[src/rtl/adder_tree_pipe.sv]
// ---------------------------------------------------------------------------
// adder_tree_pipe
//
// Fully pipelined binary adder tree. Each beat carries N_IN = 2**LEVELS
// operands which are reduced pairwise, one registered level at a time. The
// tree result then goes through an optional accumulator that sums ACC_LEN
// consecutive tree results before presenting one output word.
//
// Handshake (both ports): a word moves across a port on a rising edge where
// valid and ready are both high. The producer holds valid and data stable
// until that edge. The pipeline advances as one unit. It moves whenever the
// output register is empty or being drained (en), so in_ready is simply en.
//
// Parameters
//   WIDTH    operand width in bits
//   LEVELS   tree depth (>= 1); N_IN = 2**LEVELS operands per beat
//   ACC_LEN  tree results summed per output word (>= 1)
//   SIGNED   0: unsigned operands, 1: two's complement operands
//
// Ports
//   clk        rising-edge clock
//   rst_n      asynchronous active-low reset
//   in_valid   in_data holds a beat
//   in_ready   a beat is accepted on the next edge if in_valid is high
//   in_data    packed operands, operand i = in_data[i*WIDTH +: WIDTH]
//   clr        synchronous restart of the accumulator group
//   out_valid  out_sum holds a result
//   out_ready  downstream takes out_sum on the next edge
//   out_sum    tree sum, or ACC_LEN-beat accumulated sum
// ---------------------------------------------------------------------------
module adder_tree_pipe #(
  parameter int WIDTH   = 23,
  parameter int LEVELS  = 3,
  parameter int ACC_LEN = 1,
  parameter int SIGNED  = 0,
  localparam int N_IN   = 2 ** LEVELS,
  localparam int TREE_W = WIDTH + LEVELS,
  localparam int OUT_W  = TREE_W + $clog2(ACC_LEN)
) (
  input  logic                    clk,
  input  logic                    rst_n,
  input  logic                    in_valid,
  output logic                    in_ready,
  input  logic [N_IN*WIDTH-1:0]   in_data,
  input  logic                    clr,
  output logic                    out_valid,
  input  logic                    out_ready,
  output logic [OUT_W-1:0]        out_sum
);

  // Beat counter is at least one bit wide so the ACC_LEN=1 build still has
  // a well-formed (constant zero) counter.
  localparam int CNT_W = (ACC_LEN > 1) ? $clog2(ACC_LEN) : 1;
  localparam logic [CNT_W-1:0] CNT_LAST = CNT_W'(ACC_LEN - 1);

  // -------------------------------------------------------------------------
  // Global enable: the whole pipe moves unless a result is stuck at the output.
  // -------------------------------------------------------------------------
  logic en;

  assign en       = !out_valid || out_ready;
  assign in_ready = en;

  // -------------------------------------------------------------------------
  // Stage 0: input register.
  // vld_q[0] belongs to stage 0 and vld_q[k] to tree level k. A valid bit
  // travels with its data, so a bubble stays a bubble all the way down.
  // -------------------------------------------------------------------------
  logic [N_IN*WIDTH-1:0] in_q;
  logic [LEVELS:0]       vld_q;

  always_ff @(posedge clk or negedge rst_n) begin
    if (!rst_n) begin
      in_q  <= '0;
      vld_q <= '0;
    end else if (en) begin
      in_q  <= in_data;
      // in_ready equals en, so in_valid alone marks an accepted beat here.
      vld_q <= {vld_q[LEVELS-1:0], in_valid};
    end
  end

  // -------------------------------------------------------------------------
  // Tree levels 1..LEVELS. Level k takes 2*NS operands of SW-1 bits. It
  // extends each one by a bit (sign or zero) and registers NS sums of SW bits.
  // Each level grows by one bit, so the sums never overflow.
  // -------------------------------------------------------------------------
  for (genvar k = 1; k <= LEVELS; k++) begin : g_lvl
    localparam int NS = N_IN >> k;
    localparam int SW = WIDTH + k;

    logic [SW-1:0] sum_q [NS];
    logic [SW-2:0] opd   [2*NS];
    logic [SW-1:0] opd_x [2*NS];

    if (k == 1) begin : g_src
      for (genvar j = 0; j < 2 * NS; j++) begin : g_opd
        assign opd[j] = in_q[j*WIDTH +: WIDTH];
      end
    end else begin : g_src
      for (genvar j = 0; j < 2 * NS; j++) begin : g_opd
        assign opd[j] = g_lvl[k-1].sum_q[j];
      end
    end

    for (genvar j = 0; j < 2 * NS; j++) begin : g_ext
      assign opd_x[j] = {(SIGNED != 0) && opd[j][SW-2], opd[j]};
    end

    always_ff @(posedge clk or negedge rst_n) begin
      if (!rst_n) begin
        for (int j = 0; j < NS; j++) begin
          sum_q[j] <= '0;
        end
      end else if (en) begin
        for (int j = 0; j < NS; j++) begin
          sum_q[j] <= opd_x[2*j] + opd_x[2*j+1];
        end
      end
    end
  end

  // -------------------------------------------------------------------------
  // Tree result widened to the accumulator width.
  // -------------------------------------------------------------------------
  logic [TREE_W-1:0] tree_res;
  logic [OUT_W-1:0]  tree_ext;

  assign tree_res = g_lvl[LEVELS].sum_q[0];

  if (SIGNED != 0) begin : g_sx
    assign tree_ext = OUT_W'($signed(tree_res));
  end else begin : g_zx
    assign tree_ext = OUT_W'(tree_res);
  end

  // -------------------------------------------------------------------------
  // Accumulator and output register.
  // tree_take : the tree result is consumed on this edge.
  // group_done: that result closes a group and loads out_sum.
  // If clr arrives together with a consumed result (ACC_LEN > 1), the result
  // opens a fresh group and never closes the old one.
  // clr works regardless of en, but only touches partial_q and cnt_q.
  // -------------------------------------------------------------------------
  logic [OUT_W-1:0] partial_q;
  logic [CNT_W-1:0] cnt_q;
  logic             tree_take;
  logic             group_done;

  assign tree_take  = vld_q[LEVELS] && en;
  assign group_done = tree_take && ((ACC_LEN == 1) || (!clr && (cnt_q == CNT_LAST)));

  always_ff @(posedge clk or negedge rst_n) begin
    if (!rst_n) begin
      partial_q <= '0;
      cnt_q     <= '0;
    end else if (tree_take && !group_done) begin
      partial_q <= (clr ? '0 : partial_q) + tree_ext;
      cnt_q     <= (clr ? '0 : cnt_q) + CNT_W'(1);
    end else if (clr || group_done) begin
      partial_q <= '0;
      cnt_q     <= '0;
    end
  end

  // partial_q is always zero when ACC_LEN=1, so one expression serves both
  // the direct and the accumulated case.
  always_ff @(posedge clk or negedge rst_n) begin
    if (!rst_n) begin
      out_valid <= 1'b0;
      out_sum   <= '0;
    end else if (en) begin
      out_valid <= group_done;
      if (group_done) begin
        out_sum <= partial_q + tree_ext;
      end
    end
  end

endmodule
[config.mk]
export PLATFORM = sky130hd
export DESIGN_NAME = adder_tree_pipe
export DESIGN_NICKNAME = d
export VERILOG_FILES = /design/src/rtl/adder_tree_pipe.sv
export SDC_FILE = /design/constraint.sdc
export NUM_CORES = 1
export LEC_CHECK = 0
export BUFFER_PORTS_ARGS = -buffer_cell sky130_fd_sc_hd__buf_2
export CORE_MARGIN = 2
export CORE_UTILIZATION = 60
export DETAILED_ROUTE_END_ITERATION = 8
export GPL_ROUTABILITY_DRIVEN = 0
export GPL_TIMING_DRIVEN = 0
export HOLD_SLACK_MARGIN = 0.03
export MAX_ROUTING_LAYER = met4
export PLACE_DENSITY = 0.81
export SLEW_MARGIN = 20
export SYNTH_ARGS = -nofsm -noshare
export SYNTH_HDL_FRONTEND = slang
export SYNTH_SLANG_ARGS = --single-unit
[constraint.sdc]
create_clock -name clk -period 3.2 [get_ports clk]
set_input_delay 0.16 -clock clk [delete_from_list [all_inputs] [get_ports clk]]
set_output_delay 0.16 -clock clk [all_outputs]
set_load 0.02 [all_outputs]
# == Word level (Yosys, flattened, before mapping) ==
# Index checks and enable logic that the tools add are counted.
# W data, S select, Z words.
# word_totals
reg_bits,387
latchBits,0
ramBits,0
mem_bits_ro,0
input_bits,189
out_inout_bits,28
elab_cells,22
mem_count,0
# classes
addsub,7
mul,0
n_div,0
n_lt_le_gt_ge,0
eq_ne,0
shift,0
muxes,0
bitwise_logic,0
n_reduce_logical,4
# op_table
op,n
$add A23 B23 Y24,4
$add A24 B24 Y25,2
$add A25 B25 Y26,1
$reduce_and A2 Y1,1
$logic_and A1 B1 Y1,1
$logic_not A1 Y1,1
$logic_or A1 B1 Y1,1

# == Logic depth before layout (Yosys ltp) ==
# logic_depth
depth_word,4
depth_mapped,11
ltp_nobuf,11

# == Worst setup path after synthesis ==
# OpenSTA, ideal clock, no wires.
# synth_timing
kind,register to register
startpoint,register g_lvl[1].sum_q[0] in the netlist's numbering
endpoint,register g_lvl[2].sum_q[20] in the netlist's numbering
setup_time_ns,0.137
arrival_ns,2.635
t_required_ns,3.063
slack_ns,0.428
path_stages_with_launch,11
n_path_buf,0
synth_period_minus_slack_ns,2.772
cell_sequence,dfrtp_1 -> ha_1 -> fa_1 -> a21o_1 -> a21oi_1 -> o21bai_1 -> a311oi_1 -> nor3_1 -> a221oi_1 -> xor2_1 -> a21oi_1
# synth_via
elab_chain_len,1
# synth_rtl
element,line,source
"start, declared",92,logic [SW-1:0] sum_q [NS];
"start signal, assigned by index",117,sum_q[j] <= opd_x[2*j] + opd_x[2*j+1];
$add A24 B24 Y25,117,
"end signal, assigned by index",117,
"end, declared",92,
# No other way between the ends.
# A chain may end at the register's enable or synchronous reset.

# == Final worst setup path ==
# layout_timing
startpoint,register out_valid
endpoint,register g_lvl[1].sum_q[90] in the netlist's numbering
# layout_via
elab_chain_len,2
# layout_rtl
element,line,source
"start, declared",46,"output logic out_valid,"
"start signal, assigned",173,out_valid <= group_done;
$logic_not A1 Y1,61,assign en = !out_valid || out_ready;
$logic_or A1 B1 Y1,61,
# No other way between the ends.

==> results.cfg <==
[timing]
drv_slew = 0
finalHoldViolCount = 0
timing.final.crit_share_pct = 99.3
finClkSkew_ns = 0.0237
period_minus_slack_ns = 3.18
setup_tns_ns = 0
worstMarginPinSlew_ns = 1.07
setup_viol = 0
relSlewSlack_pct = 28.7
fmax_mhz = 315
timing.hold.ws_ns = 0.175
worst_slack_ns = 0.0210

[power]
power.internal_mw = 17.3
net-switching-power_mw = 14.3
p_sw_share_pct = 45.2
powerDensity_nw_per_um2 = 1170
comb_power_share_pct = 56.8
p_leak_nw = 13.2
p_seq_share_pct = 27.3
p_clk_share_pct = 15.9
total_power_mw = 31.5
max-vdd-ir-drop_mv = 0.528

[setup_path]
worstReg2RegEnd = g_lvl[1].sum_q[90]$_DFFE_PN0N_
reg2reg_depth = 5
endpoint_kind = flop
worstPathRequired_ns = 3.60
worstSetupPathType = flop to flop
r2r_start = out_valid$_DFFE_PN0N_
worst_setup_path_start_kind = flop
cp_max_fo = 10
r2r_setup_slack_ns = 0.02
cp.arrival_ns = 3.58

[cells_and_area]
num-nets-final = 3309
area_delta_synth_final_pct = 23.4
final_area_um2 = 27000
drive_gt1_share_pct = 11.5

[detailed_routing]
antenna_left = 0
drc_errors = 0
drt_iter0_markers = 1644
vias = 20500
routedWlPerCell_um = 19.2
drtPass1Iterations = 5
avgViaCountPerCell = 5.95
drt_wl_total_um = 66000

[grt]
grt_remaining_overflow = 0
grt_usage_pct = 36.1
antenna_found_initial = 1
grt_pass1_wl_um = 105000
grt_pass1_vias = 20900
grt_max_degree = 81

[synth]
synthCells = 2499
netlist_top_cells_count = nand2_1, dfrtp_1, a21oi_1, ha_1, nor2_1
syn_nets = 2860
synthTopCellsByArea = dfrtp_1, nand2_1, ha_1, a21oi_1, o21ai_0
synthArstFlopShare_pct = 100
syn-cell-area_um2 = 21900
ys_warn_count = 0
yosysSeqAreaShare_pct = 44.3
yosysMostFrequentCell = nand2_1
ys_ff_latch = 387
ys_types = 72
avgSynthCellArea_um2 = 8.75
synth_top_area_cell = dfrtp_1
dominantRegCellSynth = dfrtp_1
synth_top_area_share_pct = 44.3
synth_edf_count = 0

[cts]
cts_sinks = 387
cts.clk_slew.worst_paths_ns = 0.06
tritoncts = done
cts_max_level = 2
cts_buffer_depth = 3
cts_buffers = 42
cts_setup_buffers = 0
insertion_delay_ns = 0.57
cts-root-buf = clkbuf_16

[placed_design]
numPortBuffers = 215
placed_area_um2 = 23600
dp_hpwl_um = 45400
dp_worst_setup_slack_ns = -0.558

[status]
status = completed

[die]
io_pins = 217
die_area_um2 = 38000
fp.dieW_um = 195
die_height_um = 195
placementRows = 69
start_util_pct = 61.1
fp.coreArea_um2 = 35700

[job]
maxCapViolCount = 0

[hold_path]
worst_hold_path_type = primary input to asynchronous set/reset pin
-- through the flow --
stage | util, % | instances
global placement | 65.8 | 3175
floorplan | - | 2499
finish | 75.5 | 3440
detailed placement | 66.1 | 3179
global route | 75.5 | 3440
CTS | 75.4 | 3439
-- worst max-delay path: stages, from the launching register on --
cell             delay, ns
dfrtp_1               0.41
nor2b_1               0.44
clkbuf_2              0.47
clkdlybuf4s15_1       0.79
clkbuf_1              0.70
o21ai_0               0.21
-- how the worst max path moves through the flow --
stage / start / to / slack, ns
after detailed placement: out_valid$_DFFE_PN0N_ / in_q[90]$_DFFE_PN0N_ / -0.56
after global placement: rst_n / in_q[38]$_DFFE_PN0N_ / -5.21
final: out_valid$_DFFE_PN0N_ / g_lvl[1].sum_q[90]$_DFFE_PN0N_ / 0.02
after global routing: in_q[92]$_DFFE_PN0N_ / g_lvl[1].sum_q[46]$_DFFE_PN0N_ / -0.05
after CTS: out_valid$_DFFE_PN0N_ / in_q[140]$_DFFE_PN0N_ / 0.11
after floorplan: g_lvl[1].sum_q[0]$_DFFE_PN0N_ / g_lvl[2].sum_q[20]$_DFFE_PN0N_ / 0.43
-- routing by layer --
layer  GRT usage (%)  vias up  part of all wire [%]
met5               -        -                     0
met4            24.1        0                   7.8
met3            5.90      320                   7.0
met2            57.4      939                    46
met1            42.7     9751                    39
li1                -     9465                     -
-- cell usage in the layout, fill, tap and decap left out, types with 26 or more instances in the layout --
cell type      Yosys  final
nand2_1          733    733
dfrtp_1          387    387
a21oi_1          221    220
buf_2              0    214
dlygate4sd3_1      0    186
ha_1             165    165
nor2_1           150    150
o21ai_0          124    124
clkbuf_1          92     91
a21o_1            77     77
xnor2_1           68     68
xor2_1            60     60
nand3_1           45     45
clkbuf_16          0     43
inv_1             42     42
o21bai_1          29     29
mux2_2            26     26
-- what timing repair did --
action / CTS / global route
pin swaps: 0 / 1
gates resized for setup: 5 / 12
hold buffers: 186 / 0
hold endpoints to repair: 260 / 0
setup endpoints to repair: 226 / 21
-- sequential cells by signal, indices dropped and copies added, names as in the netlist --
name	flops
g_lvl.sum_q	172
in_q	184
out_sum	26
out_valid	1
vld_q	4
-- cell type report --
type | count | area, µm²
Sequential cell | 387 | 9680
Tap cell | 461 | 577
Fill cell | 2481 | 8770
Clock buffer | 58 | 1230
Timing Repair Buffer | 405 | 3060
Inverter | 43 | 161
Multi-Input combinational cell | 1967 | 11700
Antenna cell | 1 | 2.50
Buffer | 102 | 397
Clock inverter | 16 | 195
-- kinds of logic after synthesis --
kind of cell / count (synthesis) / share of synthesized area [%]
simple gates: 1057 / 20.1
buf+inv: 145 / 2.49
flops: 387 / 44.3
mux: 30 / 1.52
xor+xnor: 128 / 5.13
fa+ha+maj: 172 / 10.1
compound gates: 580 / 16.3
-- power groups by stage --
stage / clock, mW / sequential (mW) / combinational, mW
after floorplan: 0 / 8.18 / 12.7
after global placement: 0 / 8.51 / 16.3
final: 5.03 / 8.60 / 17.9
after CTS: 5.07 / 8.52 / 17.4
after global routing: 5.26 / 8.76 / 19.7
after detailed placement: 0 / 8.58 / 17.0
No activity file was read; power rests on OpenSTA's default activity.
